===== src/rtl/fifo_sram_reader_if.sv =====
// rtl/fifo_sram_reader_if.sv - FIFO read port and downstream stream bundle for fifo_sram_reader
// Purpose: groups the FIFO-side pop/data/empty signals with the downstream
//   valid/ready/data stream. Signal suffixes are from the reader's viewpoint.
// Signals:
//   fifo_empty_i  FIFO empty flag (registered inside the FIFO)
//   fifo_pop_o    pop request to the FIFO
//   fifo_data_i   FIFO read data, valid RD_LATENCY cycles after a pop
//   valid_o       downstream word available
//   ready_i       downstream accepts the word
//   data_o        head word of the skid buffer
// Modports: master = the reader, slave = FIFO plus downstream consumer.

interface fifo_sram_reader_if #(
  parameter int DATA_WIDTH = 32
);
  logic                  fifo_empty_i;
  logic                  fifo_pop_o;
  logic [DATA_WIDTH-1:0] fifo_data_i;
  logic                  valid_o;
  logic                  ready_i;
  logic [DATA_WIDTH-1:0] data_o;

  modport master (
    input  fifo_empty_i, fifo_data_i, ready_i,
    output fifo_pop_o, valid_o, data_o
  );

  modport slave (
    output fifo_empty_i, fifo_data_i, ready_i,
    input  fifo_pop_o, valid_o, data_o
  );
endinterface


===== src/rtl/fifo_sram_reader.sv =====
// rtl/fifo_sram_reader.sv - read-side drain engine for the SRAM-backed FIFO
// Purpose: pops the FIFO against its fixed read latency, lands the returned
//   words in a small circular skid buffer and presents them downstream as a
//   valid/ready stream. Pops are limited by credit (buffered + in-flight words),
//   so ready_i never reaches fifo_pop_o combinationally.
// Ports:
//   clk_i          clock, all state on posedge
//   rst_i          asynchronous active-high reset
//   flush_i        drop all buffered and in-flight words
//   bus            fifo_sram_reader_if.master: FIFO pop/data/empty + stream
//   occupancy_o    number of words currently buffered
//   drained_cnt_o  delivered-word counter, tied to 0 unless enabled
// Optional feature macro: FIFO_SRAM_READER_STATS_EN (drained_cnt_o counter)

module fifo_sram_reader #(
  parameter  int DATA_WIDTH = 32,
  parameter  int RD_LATENCY = 1,
  parameter  int BUF_DEPTH  = RD_LATENCY + 2,
  localparam int OCC_W      = $clog2(BUF_DEPTH + 1),
  localparam int PTR_W      = (BUF_DEPTH > 1) ? $clog2(BUF_DEPTH) : 1
) (
  input  logic               clk_i,
  input  logic               rst_i,
  input  logic               flush_i,
  fifo_sram_reader_if.master bus,
  output logic [OCC_W-1:0]   occupancy_o,
  output logic [31:0]        drained_cnt_o
);

  // Two spare bits cover occupancy plus up to three in-flight reads.
  localparam int CRED_W = OCC_W + 2;

  logic [RD_LATENCY-1:0] inflight_q, inflight_d;
  logic [OCC_W-1:0]      occ_q, occ_d;
  logic [PTR_W-1:0]      rd_ptr_q, rd_ptr_d;
  logic [PTR_W-1:0]      wr_ptr_q, wr_ptr_d;
  logic [DATA_WIDTH-1:0] mem_q [BUF_DEPTH];

  logic                  pop;
  logic                  arrive;
  logic                  handshake;
  logic [CRED_W-1:0]     credit_used;

  function automatic logic [PTR_W-1:0] ptr_inc(input logic [PTR_W-1:0] p);
    return (p == PTR_W'(BUF_DEPTH - 1)) ? '0 : p + PTR_W'(1);
  endfunction

  // Credit: a pop is only issued if its word is guaranteed a free slot,
  // counting every read that is still travelling through the FIFO pipeline.
  always_comb begin
    credit_used = CRED_W'(occ_q);
    for (int i = 0; i < RD_LATENCY; i++) begin
      credit_used = credit_used + CRED_W'(inflight_q[i]);
    end
    pop = !rst_i && !flush_i && !bus.fifo_empty_i &&
          (credit_used < CRED_W'(BUF_DEPTH));
  end

  // The oldest in-flight bit marks the cycle fifo_data_i carries a word;
  // during a flush that word belongs to the discarded stream.
  assign arrive    = inflight_q[RD_LATENCY-1] && !flush_i;
  assign handshake = bus.valid_o && bus.ready_i;

  assign bus.fifo_pop_o = pop;
  assign bus.valid_o    = (occ_q != '0);
  assign bus.data_o     = mem_q[rd_ptr_q];
  assign occupancy_o    = occ_q;

  always_comb begin
    inflight_d = '0;
    rd_ptr_d   = rd_ptr_q;
    wr_ptr_d   = wr_ptr_q;
    occ_d      = occ_q + OCC_W'(arrive) - OCC_W'(handshake);

    if (handshake) begin
      rd_ptr_d = ptr_inc(rd_ptr_q);
    end
    if (arrive) begin
      wr_ptr_d = ptr_inc(wr_ptr_q);
    end

    if (flush_i) begin
      rd_ptr_d = '0;
      wr_ptr_d = '0;
      occ_d    = '0;
    end else begin
      inflight_d[0] = pop;
      for (int i = 1; i < RD_LATENCY; i++) begin
        inflight_d[i] = inflight_q[i-1];
      end
    end
  end

  always_ff @(posedge clk_i or posedge rst_i) begin
    if (rst_i) begin
      inflight_q <= '0;
      occ_q      <= '0;
      rd_ptr_q   <= '0;
      wr_ptr_q   <= '0;
      for (int i = 0; i < BUF_DEPTH; i++) begin
        mem_q[i] <= '0;
      end
    end else begin
      inflight_q <= inflight_d;
      occ_q      <= occ_d;
      rd_ptr_q   <= rd_ptr_d;
      wr_ptr_q   <= wr_ptr_d;
      if (arrive) begin
        mem_q[wr_ptr_q] <= bus.fifo_data_i;
      end
    end
  end

`ifdef FIFO_SRAM_READER_STATS_EN
  // Counts every handshake, including one in a flush cycle; only reset clears it.
  logic [31:0] drained_cnt_q, drained_cnt_d;

  always_comb begin
    drained_cnt_d = drained_cnt_q;
    if (handshake) begin
      drained_cnt_d = drained_cnt_q + 32'd1;
    end
  end

  always_ff @(posedge clk_i or posedge rst_i) begin
    if (rst_i) begin
      drained_cnt_q <= '0;
    end else begin
      drained_cnt_q <= drained_cnt_d;
    end
  end

  assign drained_cnt_o = drained_cnt_q;
`else
  assign drained_cnt_o = '0;
`endif

endmodule


===== src/flat_wrapper.sv =====
// flat-port wrapper written by rule: the top's interface ports become plain ports
module fifo_sram_reader_flat 
#(
  parameter  int DATA_WIDTH = 32,
  parameter  int RD_LATENCY = 1,
  parameter  int BUF_DEPTH  = RD_LATENCY + 2,
  localparam int OCC_W      = $clog2(BUF_DEPTH + 1),
  localparam int PTR_W      = (BUF_DEPTH > 1) ? $clog2(BUF_DEPTH) : 1
)
  (clk_i, rst_i, flush_i, occupancy_o, drained_cnt_o, bus_fifo_empty_i, bus_fifo_data_i, bus_ready_i, bus_fifo_pop_o, bus_valid_o, bus_data_o);
  fifo_sram_reader_if #(.DATA_WIDTH(DATA_WIDTH)) bus_i ();
  input  logic clk_i;
  input  logic rst_i;
  input  logic flush_i;
  output logic [OCC_W-1:0] occupancy_o;
  output logic [31:0] drained_cnt_o;
  input wire logic [$bits(bus_i.fifo_empty_i)-1:0] bus_fifo_empty_i;
  input wire logic [$bits(bus_i.fifo_data_i)-1:0] bus_fifo_data_i;
  input wire logic [$bits(bus_i.ready_i)-1:0] bus_ready_i;
  output wire logic [$bits(bus_i.fifo_pop_o)-1:0] bus_fifo_pop_o;
  output wire logic [$bits(bus_i.valid_o)-1:0] bus_valid_o;
  output wire logic [$bits(bus_i.data_o)-1:0] bus_data_o;
  assign bus_i.fifo_empty_i = bus_fifo_empty_i;
  assign bus_i.fifo_data_i = bus_fifo_data_i;
  assign bus_i.ready_i = bus_ready_i;
  assign bus_fifo_pop_o = bus_i.fifo_pop_o;
  assign bus_valid_o = bus_i.valid_o;
  assign bus_data_o = bus_i.data_o;
  fifo_sram_reader #(.DATA_WIDTH(DATA_WIDTH), .RD_LATENCY(RD_LATENCY), .BUF_DEPTH(BUF_DEPTH)) u_core (.clk_i(clk_i), .rst_i(rst_i), .flush_i(flush_i), .bus(bus_i), .occupancy_o(occupancy_o), .drained_cnt_o(drained_cnt_o));
endmodule

===== config.mk =====
export PLATFORM = sky130hd
export DESIGN_NAME = fifo_sram_reader_flat
export DESIGN_NICKNAME = d
export VERILOG_FILES = /design/src/rtl/fifo_sram_reader_if.sv /design/src/rtl/fifo_sram_reader.sv /design/src/flat_wrapper.sv
export SDC_FILE = /design/constraint.sdc
export NUM_CORES = 1
export LEC_CHECK = 0
export BUFFER_PORTS_ARGS = -buffer_cell sky130_fd_sc_hd__buf_2
export CAP_MARGIN = 20
export CORE_MARGIN = 4
export CORE_UTILIZATION = 55
export CTS_CLUSTER_DIAMETER = 50
export DETAILED_ROUTE_END_ITERATION = 10
export PLACE_DENSITY = 0.89
export RECOVER_POWER = 100
export SLEW_MARGIN = 10
export SYNTH_ARGS = -nofsm -noshare
export SYNTH_HDL_FRONTEND = slang
export SYNTH_SLANG_ARGS = --single-unit
export TNS_END_PERCENT = 10

===== constraint.sdc =====
create_clock -name clk_i -period 8.65 [get_ports clk_i]
set_input_delay 0.4325 -clock clk_i [delete_from_list [all_inputs] [get_ports clk_i]]
set_output_delay 0.4325 -clock clk_i [all_outputs]
set_load 0.05 [all_outputs]

* After elaboration in Yosys (flattened, before gate mapping)
Cells that the tools add are included.
** Word-level totals
- Register bits after elaboration :: 103
- Bits of input ports :: 37
- Output and inout port bits :: 68
- Word-level logic and storage cells :: 46
** Operators by class
- $add $sub $neg :: 5
- $lt $le $gt $ge :: 4
- Equality and inequality tests :: 2
- Mux-type cells :: 14
- Bitwise gates (word level) :: 2
- Reductions and logical operators :: 12
** Operators with widths (count)
- $bwmux 96 :: 1
- $mux 32 :: 3
- $bmux 32 s2 :: 1
- $demux 32 s2 :: 1
- $mux 2 :: 7
- $ge 3x3->1 const B :: 2
- $logic_and 1x1->1 :: 6
- $not 2->3 :: 2
- $reduce_bool 2->1 :: 3
- $add 2x1->2 const B :: 2
- $eq 2x2->1 const B :: 2
- $lt 4x2->1 const B :: 1
- $add 2x1->3 :: 1
- $logic_not 1->1 :: 3
- $lt 3x1->1 const B :: 1
- $add 2x1->2 :: 1
- $sub 2x1->2 :: 1
- $mux 1 :: 1

* Depth between registers and ports, before layout
- Word-level depth :: 6
- Depth in mapped cells :: 6
- Gate-level depth less buffers :: 6

* Worst setup path before layout
OpenSTA, ideal clock, no wires.
- Kind :: register -> output
- From :: register u_core.occ_q[0], in the netlist u_core.occupancy_o[0]
- To :: output port bus_fifo_pop_o
- Arrival time :: 2.216 ns
- Required time :: 8.217 ns
- Path slack :: 6.002 ns
- Cell stages (with the launch flop) :: 5
- Path buffers :: 0
- Path through :: dfrtp_1 -> ha_1 -> ha_1 -> or4_1 -> a21oi_1
** On the way
- Word-level cells in the longest chain between the ends :: 3
** Ends and longest elaborated chain
- start: declaration :: line fifo_sram_reader.sv:34 : logic [OCC_W-1:0] occ_q, occ_d;
- start signal: assignment :: line fifo_sram_reader.sv:97 : occ_q <= '0;
- start signal: assignment :: line fifo_sram_reader.sv:105 : occ_q <= occ_d;
- $add 2x1->3 :: line fifo_sram_reader.sv:53 : credit_used = credit_used + CRED_W'(inflight_q[i]);
- $lt 4x2->1 :: line fifo_sram_reader.sv:56 : (credit_used < CRED_W'(BUF_DEPTH));
- $logic_and 1x1->1 :: line fifo_sram_reader.sv:55 : pop = !rst_i && !flush_i && !bus.fifo_empty_i &&
- end: declaration :: line flat_wrapper.sv:20 : output wire logic [$bits(bus_i.fifo_pop_o)-1:0] bus_fifo_pop_o;
Every way passes these cells.

* Worst setup path after layout
- From :: register u_core.rd_ptr_q[1]
- To :: output port bus_data_o[26]
** On the way
- Word-level cells in the longest chain between the ends :: 4
** Ends and longest elaborated chain
- start: declaration :: line fifo_sram_reader.sv:35 : logic [PTR_W-1:0] rd_ptr_q, rd_ptr_d;
- start signal: assignment :: line fifo_sram_reader.sv:106 : rd_ptr_q <= rd_ptr_d;
- $not 2->3 (not written as such) :: line fifo_sram_reader.sv:66 : assign bus.data_o = mem_q[rd_ptr_q];
- $bmux 32 s2 :: line fifo_sram_reader.sv:66
- $mux 32 (not written as such) (2 in a row) :: line fifo_sram_reader.sv:66
- end: declaration :: line flat_wrapper.sv:22 : output wire logic [$bits(bus_i.data_o)-1:0] bus_data_o;
Every way passes these cells. The select of a mux whose other input is x is not followed.

==> reports/qor.yml <==
sta:
  tightestPinTransition_ns: 2.84
  slew_headroom: -0.896
  skew_ns: 0.0115
  finalCritPeriodShare: 0.499
  finalSetupViolCount: 0
  fin_crit_ns: 4.32
  fin_setup_tns_ns: 0
  slew_viol_final: 87
  hold_viol: 0
  fmaxAchievable_mhz: 232
  rsz0062_at_grt: "no"
critical_path:
  r2r_cells: 3
  cp_cell_sequence: "clkbuf_1, mux2i_1, o2bb2ai_1, clkbuf_1"
  crit_top_cell: "clkbuf_1"
  start_kind: "flip-flop"
  arrival_ns: 3.88
  cp_data_required_time_ns: 8.22
  reg2reg_to: "u_core.mem_q[82]"
  cp_max_fo: 40
  rrSetupSlack_ns: 4.66
  end_kind: "primary output"
  r2r-start: "u_core.inflight_q"
  slowest_stage: "clkbuf_1"
  cp_slowest_stage_delay_ns: 2.00
  path_class: "reg -> out"
logic_synthesis:
  synthCells: 357
  synth.ff_latch_count: 103
  syn_area_um2: 5230
  synth_seq_area_share: 0.493
  ys_types: 30
  ys_warn_count: 0
  avgSynthCellArea_um2: 14.6
route:
  final_antenna_net_count: 0
  dr.pass1.iters: 4
  drt_iter0_drc: 77
  vias_per_cell: 5.27
  routedWlPerCell_um: 18.0
  vias: 2936
  drt-total-wl_um: 10000
  drcViolationCount: 0
floorplan:
  floorplan.initialDensity: 0.566
  die-area_um2: 11100
  rows: 35
  die-height_um: 105
  dieWidth_um: 105
  top_level_ports: 105
  core_area_um2: 9240
layout:
  diodes: 0
  utilization: 0.591
  drive_gt1_frac: 0.243
  area_growth_pct: 4.40
  nets: 464
  stdcell_area_um2: 5460
global_routing:
  gr-usage-met3: 0.0441
  grt_pass1_vias: 3180
  use_met2: 0.305
  grt_max_degree: 73
  grt_pass1_wl_um: 16300
  grt-busiest-layer: "met2"
  grtUsageTotal: 0.186
  met1_usage: 0.240
  antenna_found_initial: 0
  gr-total-overflow: 0
place:
  dpl.hpwl_um: 6530
  gp_congestion: 0.739
  io_buffers: 72
  place_area_um2: 5500
power:
  power_density_nw_per_um2: 301
  total_power_w: 0.00164
  ir_worst_vdd_mv: 0.214
  p_leak_nw: 2.51
cts:
  cts_setup_buffers: 0
  cts_inserted_buffers: 9
  clk_pin_slew_worst_paths_ns: 0.10
  tritoncts: "done"
  clock-sinks: 103
  cts_hold_buf: 0
  cts_resized: 0
  cts_max_path_buffers: 2
  h-tree-depth: 3
  clockRootBuffer: "clkbuf_8"
  clk_latency_ns: 0.37
outcome:
  outcome: "finished, violations left"
  violations: "capacitance limit, slew limit"
job:
  maxCapViolCount: 4
worst_hold_path:
  hold_path_depth: 2
  hp-start: "bus_fifo_data_i[30]"
  min_path_type: "in -> reg"
  hold_path_end: "u_core.mem_q[30]"
==> placed cells by master, fill, tap and decap left out, drive strengths merged <==
master,netlist,layout
nor4bb,2,2
mux2i,33,33
nor2b,4,4
o21a,1,1
clkbuf,2,52
o2bb2ai,27,27
conb,1,32
or2,1,1
nand3b,1,1
bufinv,0,4
nand2b,3,3
mux2,97,97
xnor3,1,1
o22ai,5,5
inv,3,2
nand2,5,5
or4,1,1
nor4b,1,1
nor2,1,1
a21oi,4,4
clkinvlp,0,2
nor3,1,1
or3b,2,2
dfrtp,103,103
ha,4,4
clkinv,0,1
buf,54,38
==> per-stage QoR <==
stage	setup WS, ns	std cells	hold WS [ns]
after CTS	6.11	557	0.0470
after global routing	4.07	557	0.287
after detailed placement	6.25	541	0.461
after floorplan	5.51	388	0.457
after global placement	6.32	541	0.456
final	4.33	557	0.299
==> cell type report <==
type	instances	area, µm²
clock buffers	10	128
clock inverters	6	133
fillers	785	3780
inverters	3	12.5
multi-input cells	226	2090
flip-flops and latches	103	2580
well taps	129	161
repair buffers	80	355
==> registers in the layout, indices dropped and copies added (netlist names) <==
signal and cells:
u_core.wr_ptr_q 2, u_core.rd_ptr_q 2, u_core.inflight_q 1, u_core.mem_q 96, u_core.occupancy_o 2
==> worst max path at each step <==
stage                                  start                 to  slack (ns)  depth (start not counted)
after floorplan                        rst_i  u_core.inflight_q        5.51                          1
after global placement               flush_i   u_core.mem_q[62]        6.32                          4
after detailed placement             flush_i   u_core.mem_q[62]        6.25                          4
after CTS                  u_core.inflight_q     bus_fifo_pop_o        6.11                          5
after global routing      u_core.rd_ptr_q[1]     bus_data_o[31]        4.07                          4
final                     u_core.rd_ptr_q[1]     bus_data_o[26]        4.33                          4
==> logic make-up after synthesis <==
family                   count (synthesis)  synth area share
multiplexers                           130             0.315
flip-flops                             103             0.493
buffers and inverters                   59            0.0912
AO/OA/AOI/OAI                           37            0.0565
AND/OR/NAND/NOR                         22            0.0294
adder cells (fa/ha/maj)                  4           0.00957
other                                    1          0.000717
XOR/XNOR                                 1           0.00431
==> layer usage <==
layer / share of wire / wire, µm
met1: 0.44 / 4380
met4: 0.018 / 180
met2: 0.49 / 4910
met5: 0 / 0
met3: 0.056 / 562
==> worst max-delay path, delay by kind of cell (launching register included) <==
family	cells	cell delay (ns)
AOI/OAI and AO/OA	1	0.26
muxes	1	0.34
DFF	1	0.37
buffers and inverters	2	2.51
==> cell usage after synthesis <==
library cell  number  area share
o21a_1             1      0.0014
buf_4             34       0.049
nor2b_1            4      0.0048
xnor3_1            1      0.0043
or3b_2             2      0.0034
buf_12             6       0.023
or2_2              1      0.0012
ha_1               4      0.0096
or4_1              1      0.0014
nor3_1             1     0.00096
nand3b_1           1      0.0014
clkbuf_1           2      0.0014
conb_1             1     0.00072
nor4b_4            1      0.0045
a21oi_1            4      0.0038
nand2_1            5      0.0036
buf_1              5      0.0036
nand2b_1           3      0.0036
mux2_4            60        0.17
inv_1              3      0.0022
mux2_2            35       0.075
o22ai_1            5      0.0060
nor2_1             1     0.00072
nor4bb_1           2      0.0038
mux2i_1           33       0.063
buf_6              3      0.0065
dfrtp_1          103        0.49
buf_2              6      0.0057
mux2_1             2      0.0043
o2bb2ai_1         27       0.045
==> where the power goes <==
group	leakage, nW	internal, W	total [W]	switching [W]
logic	1.04	0.000163	0.000652	0.000489
registers	1.35	0.000561	0.000606	0.0000457
clock network	0.126	0.000221	0.000382	0.000161
total	2.51	0.000944	0.00164	0.000696
Power figures use the tool's default switching activity.
